File: src/rtl/filter_tree_ctrl.sv
// Adder-tree frame controller: meters window terms into a fixed-latency tree,
// buffers results in a small FIFO and tags them with frame position flags.
module filter_tree_ctrl #(
    parameter int PIX_BIT    = 8,
    parameter int TREE_LAT   = 6,
    parameter int IMG_W      = 640,
    parameter int IMG_H      = 480,
    parameter int FIFO_DEPTH = 8
) (
    input  logic             clk,
    input  logic             reset,
    input  logic             start,
    input  logic             in_valid,
    output logic             in_ready,
    input  logic [PIX_BIT:0] tree_q,
    output logic [PIX_BIT:0] out_data,
    output logic             out_valid,
    input  logic             out_ready,
    output logic             out_sol,
    output logic             out_eol,
    output logic             out_eof,
    output logic             busy,
    output logic             done,
    output logic             ovf_err
);

    localparam int TOTAL = IMG_W * IMG_H;
    localparam int AW    = (FIFO_DEPTH > 1) ? $clog2(FIFO_DEPTH) : 1;
    localparam int CW    = AW + 1;
    localparam int NW    = $clog2(TOTAL + 1);
    localparam int XW    = (IMG_W > 1) ? $clog2(IMG_W) : 1;
    localparam int YW    = (IMG_H > 1) ? $clog2(IMG_H) : 1;

    typedef enum logic [1:0] {
        S_IDLE,
        S_RUN,
        S_DRAIN,
        S_DONE
    } state_t;

    state_t state, state_nx;

    logic [TREE_LAT-1:0] vpipe;
    logic [CW-1:0]       infl_cnt;
    logic [CW-1:0]       fifo_cnt;
    logic [AW-1:0]       wp;
    logic [AW-1:0]       rp;
    logic [NW-1:0]       in_cnt;
    logic [XW-1:0]       ocol;
    logic [YW-1:0]       orow;
    logic [PIX_BIT:0]    mem [FIFO_DEPTH];
    logic                ovf_q;

    logic accept;
    logic capture;
    logic pop;
    logic push;
    logic full;
    logic last;
    logic go;
    logic col_end;
    logic row_end;
    logic room;

    assign accept  = in_valid & in_ready;
    assign capture = vpipe[TREE_LAT-1];
    assign full    = (fifo_cnt == CW'(FIFO_DEPTH));
    assign pop     = out_valid & out_ready;
    assign push    = capture & (~full | pop);
    assign last    = accept & (in_cnt == NW'(TOTAL - 1));
    assign go      = (state == S_IDLE) & start;
    assign col_end = (ocol == XW'(IMG_W - 1));
    assign row_end = (orow == YW'(IMG_H - 1));
    // Credit only registered occupancy so in_ready never depends on out_ready.
    assign room    = ({1'b0, fifo_cnt} + {1'b0, infl_cnt})
                     < (CW + 1)'(FIFO_DEPTH);

    always_ff @(posedge clk or negedge reset) begin
        if (!reset) state <= S_IDLE;
        else        state <= state_nx;
    end

    always_comb begin
        state_nx = state;
        unique case (state)
            S_IDLE:  if (start) state_nx = S_RUN;
            S_RUN:   if (last) state_nx = S_DRAIN;
            S_DRAIN: if (infl_cnt == '0 && fifo_cnt == '0)
                         state_nx = S_DONE;
            S_DONE:  state_nx = S_IDLE;
            default: state_nx = S_IDLE;
        endcase
    end

    always_comb begin
        in_ready = 1'b0;
        busy     = 1'b1;
        done     = 1'b0;
        unique case (state)
            S_IDLE:  busy = 1'b0;
            S_RUN:   in_ready = room;
            S_DRAIN: busy = 1'b1;
            S_DONE:  done = 1'b1;
            default: busy = 1'b0;
        endcase
    end

    always_ff @(posedge clk or negedge reset) begin
        if (!reset) begin
            vpipe    <= '0;
            infl_cnt <= '0;
            in_cnt   <= '0;
        end else begin
            vpipe <= (vpipe << 1) | TREE_LAT'(accept);
            unique case ({accept, capture})
                2'b10:   infl_cnt <= infl_cnt + 1'b1;
                2'b01:   if (infl_cnt != '0) infl_cnt <= infl_cnt - 1'b1;
                default: infl_cnt <= infl_cnt;
            endcase
            if (go)          in_cnt <= '0;
            else if (accept) in_cnt <= in_cnt + 1'b1;
        end
    end

    always_ff @(posedge clk) begin
        if (push) mem[wp] <= tree_q;
    end

    always_ff @(posedge clk or negedge reset) begin
        if (!reset) begin
            wp       <= '0;
            rp       <= '0;
            fifo_cnt <= '0;
            ovf_q    <= 1'b0;
        end else begin
            if (push) wp <= wp + 1'b1;
            if (pop)  rp <= rp + 1'b1;
            unique case ({push, pop})
                2'b10:   fifo_cnt <= fifo_cnt + 1'b1;
                2'b01:   fifo_cnt <= fifo_cnt - 1'b1;
                default: fifo_cnt <= fifo_cnt;
            endcase
            if (capture & full & ~pop) ovf_q <= 1'b1;
        end
    end

    always_ff @(posedge clk or negedge reset) begin
        if (!reset) begin
            ocol <= '0;
            orow <= '0;
        end else if (go) begin
            ocol <= '0;
            orow <= '0;
        end else if (pop) begin
            if (col_end) begin
                ocol <= '0;
                orow <= row_end ? '0 : orow + 1'b1;
            end else begin
                ocol <= ocol + 1'b1;
            end
        end
    end

    assign out_valid = (fifo_cnt != '0);
    assign out_data  = out_valid ? mem[rp] : '0;
    assign out_sol   = out_valid & (ocol == '0);
    assign out_eol   = out_valid & col_end;
    assign out_eof   = out_valid & col_end & row_end;
    assign ovf_err   = ovf_q;

endmodule

File: config.mk
export PLATFORM = sky130hd
export DESIGN_NAME = filter_tree_ctrl
export DESIGN_NICKNAME = d
export VERILOG_FILES = /design/src/rtl/filter_tree_ctrl.sv
export SDC_FILE = /design/constraint.sdc
export NUM_CORES = 1
export LEC_CHECK = 0
export ABC_AREA = 1
export CAP_MARGIN = 20
export CORE_MARGIN = 3
export CORE_UTILIZATION = 60
export DETAILED_ROUTE_END_ITERATION = 16
export PLACE_DENSITY_LB_ADDON = 0.1
export SLEW_MARGIN = 20
export SYNTH_ARGS = -nofsm -noshare
export SYNTH_HDL_FRONTEND = slang
export SYNTH_SLANG_ARGS = --single-unit
export TNS_END_PERCENT = 30
File: constraint.sdc
create_clock -name clk -period 6.7 [get_ports clk]
set_input_delay 1.34 -clock clk [delete_from_list [all_inputs] [get_ports clk]]
set_output_delay 1.34 -clock clk [all_outputs]
set_load 0.005 [all_outputs]
==> metrics.md <==
| Metric | Value |
|---|---|
| Status | complete, no violations |
| Distinct cells, synth | 38 |
| Req. time, crit path | 5.36 ns |
| Worst-Skew Late Latency | 0.52 ns |
| Internal power | 1.83 mW |
| Worst Setup EP | out_data[6] |
| CTS root buffer | clkbuf_8 |
| Endpoint of the lowest-slack register-to-register path | fifo_cnt[3] |
| Syn Area/Cell | 9.60 sq um |
| Drt first-iter violations | 508 |
| Peak supply drop | 0.206 mV |
| Max-slew headroom | 28.7% |
| Vias in the first global route | 4847 |
| Buffers on Ports | 30 |
| Pin count of the biggest net entering global routing | 62 |
| Worst path slowest cell | dfrtp_1 |
| Area contributors post-synth | edfxtp_1 (34%), dfrtp_1 (24%), nand2_1 (6.2%) |
| Crit path DAT | 2.92 ns |
| Ys async rst share | 45.9% |
| Tmin final | 4.26 ns |
| Grt total ovfl | 0 |
| Sequential cell area fraction in the yosys report | 57.2% |
| Final wirelength | 14000 um |
| Post-synth EDFFs | 72 |
| Origin of the critical flop-to-flop path | fifo_cnt[0] |
| Post-route DRC | 0 |
| Post-route antenna net violation count | 0 |
| CP Depth | 5 |
| Final hold viol count | 0 |
| Worst Tran Pin Value | 1.07 ns |
| PD cells | 391 nW/um^2 |
| Die height | 110 um |
| Comb pwr share | 33.3% |
| WP buf/inv | 2 |
| Die ar. | 12000 sq um |
| Max Root-Sink Buffers | 2 |
| Max FO, Critical Path | 20 |
| Total power | 2.88 mW |
| Yosys top cell area share | 33.6% |
| First-pass GRT wire length | 23700 um |
| CTS Sinks | 133 |
| Gpl congestion | 0.921 |
| Syn nets | 706 |
| DP Worst Slack | 2.65 ns |
| Clock Pin Slew Worst Setup and Hold Paths | 0.06 ns |
| Ports | 31 |
| Vias | 4915 |
| Cells along the critical path | inv_1, nor2_1, o21ai_0, a31oi_1, clkdlybuf4s50_1 |
| CP top delay family | buffers and inverters |
| Site Rows | 37 |
| Vias per inst | 5.76 |
| Slew Viols, Final | 0 |
| Post-CTS Resized | 0 |
| CTS H-tree lvls | 4 |
| Total CTS buffers | 17 |
| Top FF cell, synth | edfxtp_1 |
| Max Clock Freq | 0.234 GHz |
| R2R Setup Slk | 3.85 ns |
| Cell Area, Synth | 6440 sq um |
| Initial antenna violation count | 0 |
| Final Setup Violations | 0 |
| Core area | 10400 sq um |
| TNS Setup | 0 ns |
| CP startpoint kind | flip-flop |
| Max_cap viols | 0 |
| Clock share of power | 28.4% |
| FILL cells | 768 |
| Synth-to-layout area growth | 14.1% |
| Top cells by instance count after synthesis | nand2_1 (106), nor2_1 (101), edfxtp_1 (72), o21ai_0 (71), inv_1 (66) |
| Unrepaired setup endpoints after global routing | no |
| Drt pass-1 iters | 5 |
| Switching share of power | 36.5% |
| WL/cell | 16.4 um |
| N_diodes | 0 |
| NetSw | 1.05 mW |
| R2R cell count | 10 |
| Worst stage delay on the critical path | 0.78 ns |
| Sequential share of power | 38.3% |
| Layout cells sized above 1 | 9.05% |
| Setup CP Type | reg2out |
| Hold WC Path Type | reg2reg |
| Count of state elements after synthesis | 133 |
| Final period util | 63.7% |
| Most frequent cell after synthesis | nand2_1 |
| Post-DP HPWL | 9180 um |
| Starting density of the core | 62.1% |
| Chip Width | 110 um |
| Synth warn | 0 |
| Leak pwr | 3.00 nW |
| Postcts setup bufs | 0 |
| Nets | 740 |
| CP startpoint | rp[1] |
| Top cell type by total area after synthesis | edfxtp_1 |
| Syn Inst Count | 671 |
| CTS Hold Bufs | 0 |
| CTS tree | done |
| Kind of end point of the critical path | output port |
| All-layer global routing usage | 25.8% |
| Clock skew | 0.00950 ns |
| Final worst slack | 2.44 ns |
| Hold WS | 0.352 ns |
==> stage by stage <==
stage                     area, sq um  cells  util, %
after floorplan                  6440    671        -
after global placement           6830    822     65.8
after detailed placement         6830    822     65.8
after CTS                        7350    854     70.9
after global routing             7350    854     70.9
final                            7350    854     70.9
==> cells in the final DEF (no fill, tap or decap), types with 4 or more instances in the layout <==
| cell | synthesis | routed |
|---|---|---|
| ha_1 | 19 | 19 |
| inv_6 | 0 | 4 |
| nand2_1 | 106 | 106 |
| o21ai_0 | 71 | 71 |
| o21ai_1 | 6 | 6 |
| nand4_1 | 20 | 20 |
| inv_2 | 6 | 6 |
| edfxtp_1 | 72 | 72 |
| clkinv_4 | 0 | 4 |
| dfrtp_1 | 61 | 60 |
| a31oi_1 | 11 | 11 |
| nor2_2 | 4 | 4 |
| xor2_1 | 12 | 12 |
| o22ai_1 | 9 | 9 |
| nand2_2 | 4 | 4 |
| clkbuf_16 | 0 | 16 |
| a21oi_1 | 9 | 9 |
| nand3_1 | 32 | 32 |
| nor2_1 | 101 | 101 |
| xnor2_1 | 4 | 4 |
| nor3_1 | 14 | 14 |
| inv_1 | 66 | 66 |
| clkdlybuf4s50_1 | 0 | 29 |
==> sequential cells by signal (all words and copies together), names as in the netlist <==
register	count
rp	3
fifo_cnt	4
mem	72
infl_cnt	4
state	2
wp	3
orow	9
vpipe	6
ovf_err	1
in_cnt	19
ocol	10
==> power by group through the flow <==
stage	sequential, mW	combinational (mW)	clock [mW]
after floorplan	1.04	0.676	0
after global placement	1.10	0.892	0
after detailed placement	1.11	0.944	0
after CTS	1.10	0.956	0.826
after global routing	1.12	1.10	0.864
final	1.10	0.957	0.817
==> cell families (layout without fill, tap and decap cells) <==
family,Yosys count,after routing,share of synthesized area (%)
compound gates,111,111,9.22
xor+xnor,16,16,2.17
fa+ha+maj,21,21,4.31
buf+inv,89,136,5.65
flops,133,133,57.2
mux,1,1,0.175
simple gates,300,300,21.2
==> area by class of cell <==
type	count	area [sq um]	share of cell area (%)
Timing Repair Buffer	31	303	4.12
Multi-Input combinational cell	449	2390	32.5
Clock buffer	18	418	5.69
Sequential cell	133	3690	50.2
Inverter	73	274	3.73
Tap cell	136	170	2.32
Clock inverter	14	104	1.41
==> worst min path at each step <==
stage	cells past startpoint	to	slack [ns]	startpoint
4_1_cts	0	vpipe[5]	0.35	vpipe[4]
3_3_place_gp	0	vpipe[5]	0.33	vpipe[4]
6_report	0	vpipe[5]	0.35	vpipe[4]
3_5_place_dp	0	vpipe[5]	0.34	vpipe[4]
5_1_grt	0	vpipe[1]	0.36	vpipe[0]
2_1_floorplan	0	vpipe[1]	0.33	vpipe[0]
==> layer usage <==
layer,part of all wire (%),vias up,wire (um),track usage (%)
met5,0,-,0,0
met4,1.8,0,252,8.64
met3,5.2,25,733,5.99
met2,50,172,6970,43.6
met1,43,2373,6070,32.9
li1,-,2345,-,-
Note: power is estimated with default switching activity, not from simulation.
